$ cat config.mk
export PLATFORM = sky130hd
export DESIGN_NAME = slab_reduce_ctrl
export DESIGN_NICKNAME = d
export VERILOG_FILES = /design/src/rtl/fp34_pkg.sv /design/src/rtl/fp34_class.sv /design/src/rtl/slab_reduce_ctrl.sv
export SDC_FILE = /design/constraint.sdc
export NUM_CORES = 1
export LEC_CHECK = 0
export ABC_AREA = 1
export BUFFER_PORTS_ARGS = -buffer_cell sky130_fd_sc_hd__buf_2
export CELL_PAD_IN_SITES_DETAIL_PLACEMENT = 1
export CELL_PAD_IN_SITES_GLOBAL_PLACEMENT = 1
export CORE_MARGIN = 3
export CORE_UTILIZATION = 45
export DETAILED_ROUTE_END_ITERATION = 16
export PLACE_DENSITY_LB_ADDON = 0.1
export SLEW_MARGIN = 10
export SYNTH_ARGS = -nofsm -noshare
export SYNTH_HDL_FRONTEND = slang
export SYNTH_SLANG_ARGS = --single-unit
export TNS_END_PERCENT = 20
$ cat constraint.sdc
create_clock -name clk -period 23.5 [get_ports clk]
set_clock_uncertainty 0.15 [all_clocks]
set_input_delay 1.175 -clock clk [delete_from_list [all_inputs] [get_ports clk]]
set_output_delay 1.175 -clock clk [all_outputs]
set_load 0.1 [all_outputs]
$ cat src/rtl/fp34_pkg.sv
// Shared definitions for the 34-bit FloPoCo-format slab reduction logic.
package fp34_pkg;

  // Default MSB index of an FP bus; buses are [FP_W:0]
  localparam int FP_W = 33;

  // Field positions for the default bus width
  localparam int EXC_HI   = FP_W;
  localparam int EXC_LO   = FP_W - 1;
  localparam int SIGN_BIT = FP_W - 2;
  localparam int EXP_HI   = FP_W - 3;
  localparam int EXP_LO   = 20;
  localparam int FRAC_HI  = 19;
  localparam int FRAC_LO  = 0;

  // Exception field encodings
  localparam logic [1:0] EXC_ZERO   = 2'b00;
  localparam logic [1:0] EXC_NORMAL = 2'b01;
  localparam logic [1:0] EXC_INF    = 2'b10;
  localparam logic [1:0] EXC_NAN    = 2'b11;

  // Compares issued per bundle: two for tnear, two for tfar, one for the hit
  localparam int NUM_CMPS = 5;

  typedef enum logic [2:0] {
    ST_IDLE = 3'd0,
    ST_CMP1 = 3'd1,
    ST_CMP2 = 3'd2,
    ST_CMP3 = 3'd3,
    ST_CMP4 = 3'd4,
    ST_CMP5 = 3'd5,
    ST_DONE = 3'd6
  } state_t;

endpackage

$ cat src/rtl/fp34_class.sv
// Combinational classification of one FloPoCo FP bus: NaN and
// "strictly negative" (sign set on a non-zero value, so -0 is not negative).
module fp34_class
  import fp34_pkg::*;
#(
  parameter int W = FP_W
) (
  input  logic [W:0] x,
  output logic       is_nan,
  output logic       is_neg_nonzero
);

  logic [1:0] exc;
  logic       sign;
  logic       unused_mag;

  assign exc        = x[W:W-1];
  assign sign       = x[W-2];
  // Exponent and fraction play no part in the classification
  assign unused_mag = ^x[W-3:0];

  assign is_nan         = (exc == EXC_NAN);
  assign is_neg_nonzero = sign && (exc != EXC_ZERO);

endmodule

$ cat src/rtl/slab_reduce_ctrl.sv
// Ray-AABB slab reduction: sequences an external pipelined FP less-than unit
// to find tnear = max(tmin), tfar = min(tmax) and the hit decision.
//
// state | meaning
// IDLE  | waiting for an input bundle (in_ready=1)
// CMP1  | tmin0 vs tmin1 -> acc_n
// CMP2  | acc_n vs tmin2 -> acc_n
// CMP3  | tmax1 vs tmax0 -> acc_f
// CMP4  | tmax2 vs acc_f -> acc_f
// CMP5  | acc_n vs acc_f -> hit
// DONE  | result presented, waiting for out_ready
module slab_reduce_ctrl
  import fp34_pkg::*;
#(
  parameter int W       = 33,
  parameter int CMP_LAT = 3
) (
  input  logic                 clk,
  input  logic                 rst,
  input  logic                 in_valid,
  output logic                 in_ready,
  input  logic [3*(W+1)-1:0]   tmin_flat,
  input  logic [3*(W+1)-1:0]   tmax_flat,
  output logic [W:0]           cmp_a,
  output logic [W:0]           cmp_b,
  input  logic                 cmp_less,
  output logic                 out_valid,
  input  logic                 out_ready,
  output logic [W:0]           tnear,
  output logic [W:0]           tfar,
  output logic                 hit,
  output logic                 nan_flag
);

  localparam int              CW     = (CMP_LAT > 1) ? $clog2(CMP_LAT) : 1;
  localparam logic [CW-1:0]   CNT_TC = CW'(CMP_LAT - 1);

  logic [W:0] tmin_in [3];
  logic [W:0] tmax_in [3];
  logic [5:0] in_nan;
  logic [5:0] in_neg_unused;
  logic       in_any_nan;

  state_t        state_q, state_d;
  logic [CW-1:0] cnt_q, cnt_d;
  logic [W:0]    tmin_q [3];
  logic [W:0]    tmin_d [3];
  logic [W:0]    tmax_q [3];
  logic [W:0]    tmax_d [3];
  logic [W:0]    acc_n_q, acc_n_d;
  logic [W:0]    acc_f_q, acc_f_d;
  logic [W:0]    cmp_a_q, cmp_a_d;
  logic [W:0]    cmp_b_q, cmp_b_d;
  logic [W:0]    tnear_q, tnear_d;
  logic [W:0]    tfar_q, tfar_d;
  logic          in_ready_q, in_ready_d;
  logic          out_valid_q, out_valid_d;
  logic          hit_q, hit_d;
  logic          nan_q, nan_d;

  logic          accept;
  logic          sample;
  logic          in_cmp;
  logic          far_neg;
  logic          far_nan_unused;

  // Unpack the input bundles and classify each element for the NaN bypass
  for (genvar gi = 0; gi < 3; gi++) begin : g_in
    assign tmin_in[gi] = tmin_flat[gi*(W+1) +: W+1];
    assign tmax_in[gi] = tmax_flat[gi*(W+1) +: W+1];

    fp34_class #(.W(W)) u_cls_min (
      .x              (tmin_in[gi]),
      .is_nan         (in_nan[gi]),
      .is_neg_nonzero (in_neg_unused[gi])
    );

    fp34_class #(.W(W)) u_cls_max (
      .x              (tmax_in[gi]),
      .is_nan         (in_nan[gi+3]),
      .is_neg_nonzero (in_neg_unused[gi+3])
    );
  end

  // A -0 tfar must still count as in front of the ray, hence the non-zero qualifier
  fp34_class #(.W(W)) u_cls_far (
    .x              (acc_f_q),
    .is_nan         (far_nan_unused),
    .is_neg_nonzero (far_neg)
  );

  assign in_any_nan = |in_nan;
  assign accept     = in_valid && in_ready_q;
  assign sample     = (cnt_q == CNT_TC);
  assign in_cmp     = (state_q == ST_CMP1) || (state_q == ST_CMP2) ||
                      (state_q == ST_CMP3) || (state_q == ST_CMP4) ||
                      (state_q == ST_CMP5);

  // Next-state and next-output computation for the compare sequencer
  always_comb begin
    state_d     = state_q;
    cnt_d       = cnt_q;
    tmin_d      = tmin_q;
    tmax_d      = tmax_q;
    acc_n_d     = acc_n_q;
    acc_f_d     = acc_f_q;
    cmp_a_d     = cmp_a_q;
    cmp_b_d     = cmp_b_q;
    tnear_d     = tnear_q;
    tfar_d      = tfar_q;
    in_ready_d  = in_ready_q;
    out_valid_d = out_valid_q;
    hit_d       = hit_q;
    nan_d       = nan_q;

    // Operands stay put for CMP_LAT edges; the result is taken on the last one
    if (in_cmp) begin
      cnt_d = sample ? '0 : cnt_q + 1'b1;
    end

    case (state_q)
      ST_IDLE: begin
        in_ready_d = 1'b1;
        if (accept) begin
          in_ready_d = 1'b0;
          tmin_d     = tmin_in;
          tmax_d     = tmax_in;
          if (in_any_nan) begin
            state_d     = ST_DONE;
            out_valid_d = 1'b1;
            nan_d       = 1'b1;
            hit_d       = 1'b0;
            tnear_d     = '0;
            tfar_d      = '0;
          end else begin
            state_d = ST_CMP1;
            cnt_d   = '0;
            nan_d   = 1'b0;
            cmp_a_d = tmin_in[0];
            cmp_b_d = tmin_in[1];
          end
        end
      end
      ST_CMP1: begin
        if (sample) begin
          acc_n_d = cmp_less ? tmin_q[1] : tmin_q[0];
          cmp_a_d = acc_n_d;
          cmp_b_d = tmin_q[2];
          state_d = ST_CMP2;
        end
      end
      ST_CMP2: begin
        if (sample) begin
          acc_n_d = cmp_less ? tmin_q[2] : acc_n_q;
          cmp_a_d = tmax_q[1];
          cmp_b_d = tmax_q[0];
          state_d = ST_CMP3;
        end
      end
      ST_CMP3: begin
        if (sample) begin
          acc_f_d = cmp_less ? tmax_q[1] : tmax_q[0];
          cmp_a_d = tmax_q[2];
          cmp_b_d = acc_f_d;
          state_d = ST_CMP4;
        end
      end
      ST_CMP4: begin
        if (sample) begin
          acc_f_d = cmp_less ? tmax_q[2] : acc_f_q;
          cmp_a_d = acc_n_q;
          cmp_b_d = acc_f_d;
          state_d = ST_CMP5;
        end
      end
      ST_CMP5: begin
        if (sample) begin
          tnear_d     = acc_n_q;
          tfar_d      = acc_f_q;
          hit_d       = cmp_less && !far_neg;
          out_valid_d = 1'b1;
          state_d     = ST_DONE;
        end
      end
      ST_DONE: begin
        if (out_ready) begin
          out_valid_d = 1'b0;
          in_ready_d  = 1'b1;
          state_d     = ST_IDLE;
        end
      end
      default: begin
        state_d     = ST_IDLE;
        in_ready_d  = 1'b0;
        out_valid_d = 1'b0;
      end
    endcase
  end

  // State, datapath and registered outputs; reset drops any bundle in flight
  always_ff @(posedge clk or posedge rst) begin
    if (rst) begin
      state_q     <= ST_IDLE;
      cnt_q       <= '0;
      for (int i = 0; i < 3; i++) begin
        tmin_q[i] <= '0;
        tmax_q[i] <= '0;
      end
      acc_n_q     <= '0;
      acc_f_q     <= '0;
      cmp_a_q     <= '0;
      cmp_b_q     <= '0;
      tnear_q     <= '0;
      tfar_q      <= '0;
      in_ready_q  <= 1'b0;
      out_valid_q <= 1'b0;
      hit_q       <= 1'b0;
      nan_q       <= 1'b0;
    end else begin
      state_q     <= state_d;
      cnt_q       <= cnt_d;
      tmin_q      <= tmin_d;
      tmax_q      <= tmax_d;
      acc_n_q     <= acc_n_d;
      acc_f_q     <= acc_f_d;
      cmp_a_q     <= cmp_a_d;
      cmp_b_q     <= cmp_b_d;
      tnear_q     <= tnear_d;
      tfar_q      <= tfar_d;
      in_ready_q  <= in_ready_d;
      out_valid_q <= out_valid_d;
      hit_q       <= hit_d;
      nan_q       <= nan_d;
    end
  end

  assign in_ready  = in_ready_q;
  assign out_valid = out_valid_q;
  assign cmp_a     = cmp_a_q;
  assign cmp_b     = cmp_b_q;
  assign tnear     = tnear_q;
  assign tfar      = tfar_q;
  assign hit       = hit_q;
  assign nan_flag  = nan_q;

endmodule

# == Word-level counts from Yosys, hierarchy flattened ==
# Cells that the tools add are included.
# op_classes
n_bitwise,2
n_addsub,1
n_mux,53
n_eq_ne,23
n_reduce_logical,25
# op_table
operator,count
34-bit two-way mux,20
34-bit one-hot mux with 5 select lines,2
34-bit one-hot mux with 2 select lines,4
3-bit two-way mux,8
3-bit one-hot mux with 7 select lines,1
"2-bit != test, second input constant",10
"2-bit equality test, second input constant",7
7-bit AND reduction,2
1-bit two-way mux,10
2-bit two-way mux,5
"3-bit equality test, second input constant",3
4-bit AND reduction,2
2-bit nonzero test,4
"3-bit by 2-bit equality test with 1-bit output, second input constant",2
6-bit OR reduction,1
5-bit AND reduction,1
5-bit nonzero test,1
5-bit OR reduction,1
1-bit logical OR,4
1-bit one-hot mux with 4 select lines,1
2-bit AND reduction,2
4-bit OR reduction,1
"3-bit by 1-bit equality test with 1-bit output, second input constant",1
1-bit logical AND,3
other kinds (7),8
# word_totals
reg_bits,417
in_bits,209

# == Longest topological paths before layout ==
# Gate-level depths: netlist of run 1.
# logic_depth
depth_word,9
ltp_mapped,12

# == Cells and area by module ==
# A second synthesis of run 1 with hierarchy kept.
# hier_totals
hier_cells,2933
area_unflattened_um2,20771.2
# modules_own_cells
module,area_per_inst_um2,cells_each,n_inst
slab_reduce_ctrl,20639.8,2898,1
fp34_class,18.8,5,7

# == Worst setup path before layout of run 1 ==
# OpenSTA, ideal clock, no wires.
# synth_path
path_type,input to register
from,input port tmax_flat[67]
to,register cmp_a_q[0] (netlist: cmp_a[0])
setup_ns,0.120
arrival_ns,2.112
slack_ns,21.118
t_required_ns,23.230
cell_stages,10
path_cell_list,nand2_1 -> nand2_1 -> nor2_1 -> nand2_1 -> nand2_1 -> nand2_2 -> buf_4 -> buf_2 -> nand2_1 -> nand2_1
# synth_between
elab_chain_cells,4
# synth_lines
element,line,text
from (decl),slab_reduce_ctrl.sv:23,"input logic [3*(W+1)-1:0] tmax_flat,"
2-bit equality test,fp34_class.sv:22,assign is_nan = (exc == EXC_NAN);
6-bit OR reduction,slab_reduce_ctrl.sv:92,assign in_any_nan = |in_nan;
2-bit != test (no line),-,
7-bit AND reduction (no line),-,
to (signal assigned),slab_reduce_ctrl.sv:226,cmp_a_q <= cmp_a_d;
to (decl),slab_reduce_ctrl.sv:52,"logic [W:0] cmp_a_q, cmp_a_d;"
# No other way between the ends.
# A chain may end at the register's enable or synchronous reset.

# == Worst setup path after layout of run 1 ==
# layout_path
from,register state_q[2]
to,register cmp_b_q[5] (netlist: cmp_b[5])
# layout_between
elab_chain_cells,3
word_cells_on_any_way,14
# layout_lines
element,line,text
from (decl),slab_reduce_ctrl.sv:44,"state_t state_q, state_d;"
from (signal assigned),slab_reduce_ctrl.sv:220,state_q <= state_d;
"3-bit by 1-bit equality test with 1-bit output, or another cell as far along",slab_reduce_ctrl.sv:121,case (state_q)
5-bit nonzero test (no line) / 2-bit != test (equally long branches),-,
7-bit AND reduction (no line),-,
to (signal assigned),slab_reduce_ctrl.sv:227,cmp_b_q <= cmp_b_d;
to (decl),slab_reduce_ctrl.sv:53,"logic [W:0] cmp_b_q, cmp_b_d;"
# Several ways; a longest one is shown, not always the timed one.

==> out/metrics.cfg, run 1 <==
[clock_network]
post_cts.repair.setup_buffers=0
numCtsBuffers=48
cts-resized-gates=0
clk_pin_slew_worst_paths_ns=0.06
clock_latency_ns=0.58
clk_path_buf_depth=3
cts_tree=built
cts_hold_buf=0
cts.htree.levels=2
root_buffer=clkbuf_16
clock-sinks=417

[synth]
synthTopCellsByArea=dfrtp_1, nand2_1, mux2_2, nor2_1, nand3_1
yosysTopAreaCell=dfrtp_1
ys_types=28
synthTopCellsByCount=nand2_1, dfrtp_1, nor2_1
syn_nets=2750
synthCells=2541
synth_ff_type=dfrtp_1
yosys_warnings=0
ys_seq_elements=417
ys_seq_area_share_pct=51.2
synth_top_area_share_pct=51.2
async_flop_share_pct=100
avgSynthCellArea_sq_um=8.02
synth_most_common_cell=nand2_1
syn_area_sq_um=20400
synth_edf_count=0

[outcome]
status=completed

[floorplan]
die_y_um=219
fp.dieW_um=219
std_cell_rows=77
pin_count=349
core_sq_um=44500
die-area_sq_um=47800
start_util_pct=45.8

[setup_path]
path_class=reg2reg
r2r_start=state_q[2]$_DFFE_PP0P_
path_max_fanout=104
worst_ep_required_time_ns=23.86
critPathLaunch=state_q[2]$_DFFE_PP0P_
cp-end-kind=flip-flop
arrival_ns=4.87
worst_setup_path_start_kind=flip-flop

[detailed_routing]
drc=0
route.vias.total=18500
first_pass_iters=4
initialDrtViolationCount=1159
viasPerCell=5.37
wire_per_inst_um=20.9
routed_wl_um=71900
postRouteAntennaNets=0

[power]
powerDensity_nw_per_um2=172
leakagePower_nw=12.9
power_mw=4.12
max-vdd-ir-drop_uv=111

[layout]
drive_above_1_share_pct=21.3
post-route-util_pct=53.8
nFillCells=5573
nets=3016
area_delta_synth_final_pct=17.5
stdcell_area_sq_um=23900
finalNonFillerCells=3438

[global_route]
grt_start_max_net_pins=165
overflow=0
grt_pass1_wl_um=111000
grt.total_usage_pct=29.8
grt_pass1_vias=19700
grt_antenna_before_repair=2

[flow_run]
cap_violations=0

[placed_design]
place_congestion=0.832
place_area_sq_um=22300
placed_cells=3349
hpwl_um=45300
io_buffers=348

[timing]
tns_ns=0
rsz0062_at_grt=false
finalCriticalPeriod_ns=4.50
slew_headroom_pct=26.7
worst_pin_slew_ns=1.10
hold_viol=0
slew_viol_final=0
fin_crit_sh_pct=19.2
fmax_mhz=222
setup_viol=0

[worst_hold_path]
worstHoldStart=tfar[12]$_DFFE_PP0P_
holdCritPathClass=reg2reg

-- flip-flops by register name, indices dropped and copies added (netlist names) --
signal	cells
acc_f_q	34
acc_n_q	34
cmp_a	34
cmp_b	34
cnt_q	2
hit	1
in_ready	1
nan_flag	1
out_valid	1
state_q	3
tfar	34
tmax_q	102
tmin_q	102
tnear	34
-- cells by family (layout without fill, tap and decap cells) --
group	Yosys count	after routing	share of synthesized area, %
mux	135	135	7.46
buf+inv	277	580	6.20
compound gates	219	219	6.23
flops	417	417	51.2
simple gates	1493	1493	28.9
other cells	0	2	0
-- through the flow --
stage | hold WS [ns] | worst slack, ns
final | 0.315 | 19.00
after floorplan | 0.314 | 10.57
after detailed placement | 0.303 | 18.69
after CTS | 0.319 | 18.96
after global routing | 0.337 | 18.69
after global placement | 0.299 | 18.74
-- metal layers --
| layer | vias up | track usage (%) | share of wire, % |
|---|---|---|---|
| met2 | 540 | 49.1 | 47 |
| met1 | 9263 | 40.3 | 44 |
| met3 | 123 | 4.91 | 6.0 |
| met5 | - | 0 | 0 |
| met4 | 0 | 9.89 | 2.9 |
| li1 | 8526 | - | - |
-- where the power goes --
part | internal, mW | switching (mW)
logic | 0.501 | 1.55
registers | 1.05 | 0.244
clock network | 0.472 | 0.309
total | 2.02 | 2.10
-- worst max-delay path, stage by stage, from the launching register on --
cell and delay [ns]:
dfrtp_1 0.47, inv_2 0.51, nand2_2 0.15, inv_2 0.16, nand2_8 0.43, nand2_1 0.32, nand2_4 0.58, inv_2 0.78
buf_4 0.61, nand2_1 0.14, nand2_1 0.08
-- cell usage in the layout, fill, tap and decap left out, drive strengths merged, types with 2 or more instances in the layout --
cell    count
a21oi     108
buf       367
bufinv      4
clkbuf     73
clkinv     10
dfrtp     417
diode       2
inv       126
mux2      135
nand2    1078
nand3     147
nand4      16
nor2      250
o21a       65
o21ai      44
-- final timing paths --
path / slack, ns / depth (start not counted) / end
setup / recovery: 19.00 / 10 / cmp_b[5]$_DFFE_PP0P_
hold reg to reg: 0.32 / 2 / tfar[12]$_DFFE_PP0P_
max in group asynchronous: 19.58 / 5 / acc_n_q[12]$_DFFE_PP0P_
min in group asynchronous: 0.55 / 2 / tfar[27]$_DFFE_PP0P_
hold / removal: 0.32 / 2 / tfar[12]$_DFFE_PP0P_
setup reg to reg: 19.00 / 10 / cmp_b[5]$_DFFE_PP0P_
-- cell type report --
cell class | count | area [sq um] | share of cell area, %
timing repair buffer | 367 | 1900 | 7.94
tap | 592 | 741 | 3.10
clock buffer | 73 | 1470 | 6.13
clock inverter | 14 | 174 | 0.727
inverter | 126 | 480 | 2.01
multi-input combinational | 1847 | 8730 | 36.5
antenna | 2 | 5.00 | 0.0209
sequential | 417 | 10400 | 43.6
Power figures use the tool's default switching activity.
==> inputs of run 2 (changes only) <==
ABC_AREA = 0   (was 1)
CORE_UTILIZATION = 44   (was 45)
clock period = 4.5 ns   (was 23.5 ns; I/O delays follow)
==> run 2 against run 1 <==
Compared with the run above:
- synthesized cell count decreased by 18%
- sequential cell count unchanged
- final area grew 9.2%
- non-clock buffer count rose by 222
- worst setup slack got worse by 18 ns
- register-to-register slack worse by 18 ns
- final cell count fell by 7.5%
- die area rose by 1.9%
- sequential share of layout area decreased by 3.6 points
- total power increased to 5.3 times the previous value
- via count rose by 0.67%
==> out/metrics.cfg, run 2 <==
[outcome]
status=completed

[global_route]
grt_start_max_net_pins=207  ; +25%
grt.total_usage_pct=31.6  ; +1.8 points
grt_pass1_vias=20400  ; +3.6%
overflow=0  ; unchanged
grt_antenna_before_repair=1  ; -1
grt_pass1_wl_um=121000  ; +9.4%

[timing]
worst_pin_slew_ns=1.18  ; +0.0841 ns
slew_viol_final=0  ; unchanged
hold_viol=0  ; unchanged
setup_viol=0  ; unchanged
fmax_mhz=312  ; +40%
fin_crit_sh_pct=71.3  ; +52 points
rsz0062_at_grt=false
whs_ns=0.208  ; -0.107 ns
finalCriticalPeriod_ns=3.21  ; -1.30 ns
slew_headroom_pct=20.8  ; -5.9 points

[detailed_routing]
initialDrtViolationCount=1405  ; +21%
wl_met2_um=38800  ; +14%
route.vias.total=18600  ; +0.67%
wl_met3_um=4510  ; +3.8%
routed_wl_um=79100  ; +10%
wire_per_inst_um=24.9  ; +19%
wl_met1_um=32900  ; +4.6%
routed.top_layer=met4
first_pass_iters=5  ; +1
drc=0  ; unchanged
postRouteAntennaNets=0  ; unchanged
viasPerCell=5.84  ; +8.8%

[placed_design]
io_buffers=348  ; unchanged
hpwl_um=46400  ; +2.5%
placed_cells=2892  ; -14%
place_congestion=0.843  ; +1.3%

[setup_path]
arrival_ns=3.52  ; -1.35 ns
regToRegSetupSlack_ns=1.29  ; -17.70 ns
worstRegToRegCells=4  ; -6
r2r_start=state_q[1]$_DFFE_PP0P_
path_class=reg2reg
path_max_fanout=76  ; -27%
worstPathCellList=or3_1 > nand2_2 > a211o_1 > mux2_2
slowest_delay_ns=1.01  ; +0.23 ns
reg2reg_to=cmp_b[22]$_DFFE_PP0P_
cp-end-kind=flip-flop
slowest_stage=dfrtp_4
worst_setup_path_start_kind=flip-flop
worst_ep_required_time_ns=4.81  ; -19.05 ns

[layout]
finalNonFillerCells=3181  ; -7.5%
mostFrequentLayoutCell=nand2_1
drive_above_1_share_pct=22.0  ; +0.67 points
area_delta_synth_final_pct=28.7
largestRegisters=tmax_q: 102 flops, tmin_q: 102 flops
final_cell_mix=nand2_1, dfrtp_1, buf_2
nFillCells=5116  ; -8.2%
nets=2757  ; -8.6%

[synth]
syn_area_sq_um=20300  ; -0.32%
ys_types=57  ; +100%
async_flop_share_pct=100  ; unchanged
synth_edf_count=0  ; unchanged
synthTopCellsByCount=nand2_1, dfrtp_1, mux2i_1
synth_top_area_share_pct=51.4  ; +0.16 points
synth_most_common_cell=nand2_1
syn_nets=2281  ; -17%
synthCells=2072  ; -18%
yosysTopAreaCell=dfrtp_1
synthTopCellsByArea=dfrtp_1, nand2_1, mux2i_1, a22o_1, mux2_2
yosys_warnings=0  ; unchanged
avgSynthCellArea_sq_um=9.80  ; +22%
ys_seq_area_share_pct=51.4  ; +0.16 points
ys_seq_elements=417  ; unchanged
synth_ff_type=dfrtp_1

[floorplan]
core_sq_um=45500  ; +2.2%
die-area_sq_um=48800  ; +1.9%
std_cell_rows=78  ; +1.3%
fp.dieW_um=221  ; +0.94%
pin_count=349  ; unchanged
die_y_um=221  ; +0.94%
start_util_pct=44.6  ; -1.1 points

[flow_run]
cap_violations=0  ; unchanged

[clock_network]
cts_tree=built
root_buffer=clkbuf_16
cts-resized-gates=0  ; unchanged
clk_pin_slew_worst_paths_ns=0.06  ; about the same
post_cts.repair.setup_buffers=0  ; unchanged
clock-sinks=417  ; unchanged
clk_path_buf_depth=3  ; unchanged
numCtsBuffers=47  ; -2.1%
cts.htree.levels=2  ; unchanged
clock_latency_ns=0.59  ; about the same
cts_hold_buf=207  ; +207

[power]
max-vdd-ir-drop_uv=550  ; +400%
leakagePower_nw=13.0  ; +0.20%
powerDensity_nw_per_um2=837  ; +390%

[worst_hold_path]
holdCritPathClass=in2async

## run 2: stage by stage
| stage | setup TNS (ns) | instance area [sq um] | worst slack [ns] | utilization (%) | total power [mW] |
|---|---|---|---|---|---|
| CTS | 0 | 26100 | 1.35 | 57.4 | 21.8 |
| detailed placement | 0 | 22500 | 1.34 | 49.5 | 17.7 |
| floorplan | -624.89 | 20300 | -1.50 | - | 14.8 |
| finish | 0 | 26100 | 1.29 | 57.4 | 21.9 |
| global route | 0 | 26100 | 1.16 | 57.4 | 22.9 |
| global placement | 0 | 22500 | 1.45 | 49.5 | 17.3 |
## run 2: kinds of logic after synthesis
family / Yosys count / share of synthesized area (%)
compound gates: 428 / 16.2
buf+inv: 190 / 4.26
flops: 417 / 51.4
mux: 236 / 12.7
simple gates: 801 / 15.4
## run 2: layout make-up
type	instances	area (sq um)	area share, %
repair buffers	589	4200	16.1
flip-flops and latches	417	10400	40.0
clock buffers	72	1460	5.60
multi-input cells	1465	9090	34.8
well taps	600	751	2.87
inverters	28	109	0.417
diodes	1	2.50	0.00958
clock inverters	9	70.1	0.268
## run 2: worst max path at each step
| stage | start | endpoint | slack [ns] |
|---|---|---|---|
| floorplan | rst | acc_f_q[0]$_DFFE_PP0P_ | -1.50 |
| CTS | state_q[1]$_DFFE_PP0P_ | cmp_b[31]$_DFFE_PP0P_ | 1.35 |
| finish | state_q[1]$_DFFE_PP0P_ | cmp_b[22]$_DFFE_PP0P_ | 1.29 |
| global placement | state_q[1]$_DFFE_PP0P_ | tmax_q[2]$_DFFE_PP0P_ | 1.45 |
| global route | state_q[1]$_DFFE_PP0P_ | cmp_b[18]$_DFFE_PP0P_ | 1.16 |
| detailed placement | state_q[1]$_DFFE_PP0P_ | cmp_b[31]$_DFFE_PP0P_ | 1.34 |
## run 2: critical path: cells and delay by family, from the launching register on
family	cells	cell delay [ns]
multiplexers	1	0.27
AND/OR/NAND/NOR	2	1.11
flip-flops	1	1.01
AO/OA/AOI/OAI	1	0.53
## run 2: power by group
part	switching, mW	internal [mW]
combinational	7.86	3.03
sequential	1.68	5.41
clock	1.61	2.28
## run 2: metal layers
metal | track usage [%] | vias to the layer above
met4 | 11.8 | 0
met5 | 0 | -
met2 | 53.6 | 665
met1 | 40.3 | 9587
li1 | - | 8144
met3 | 6.17 | 180
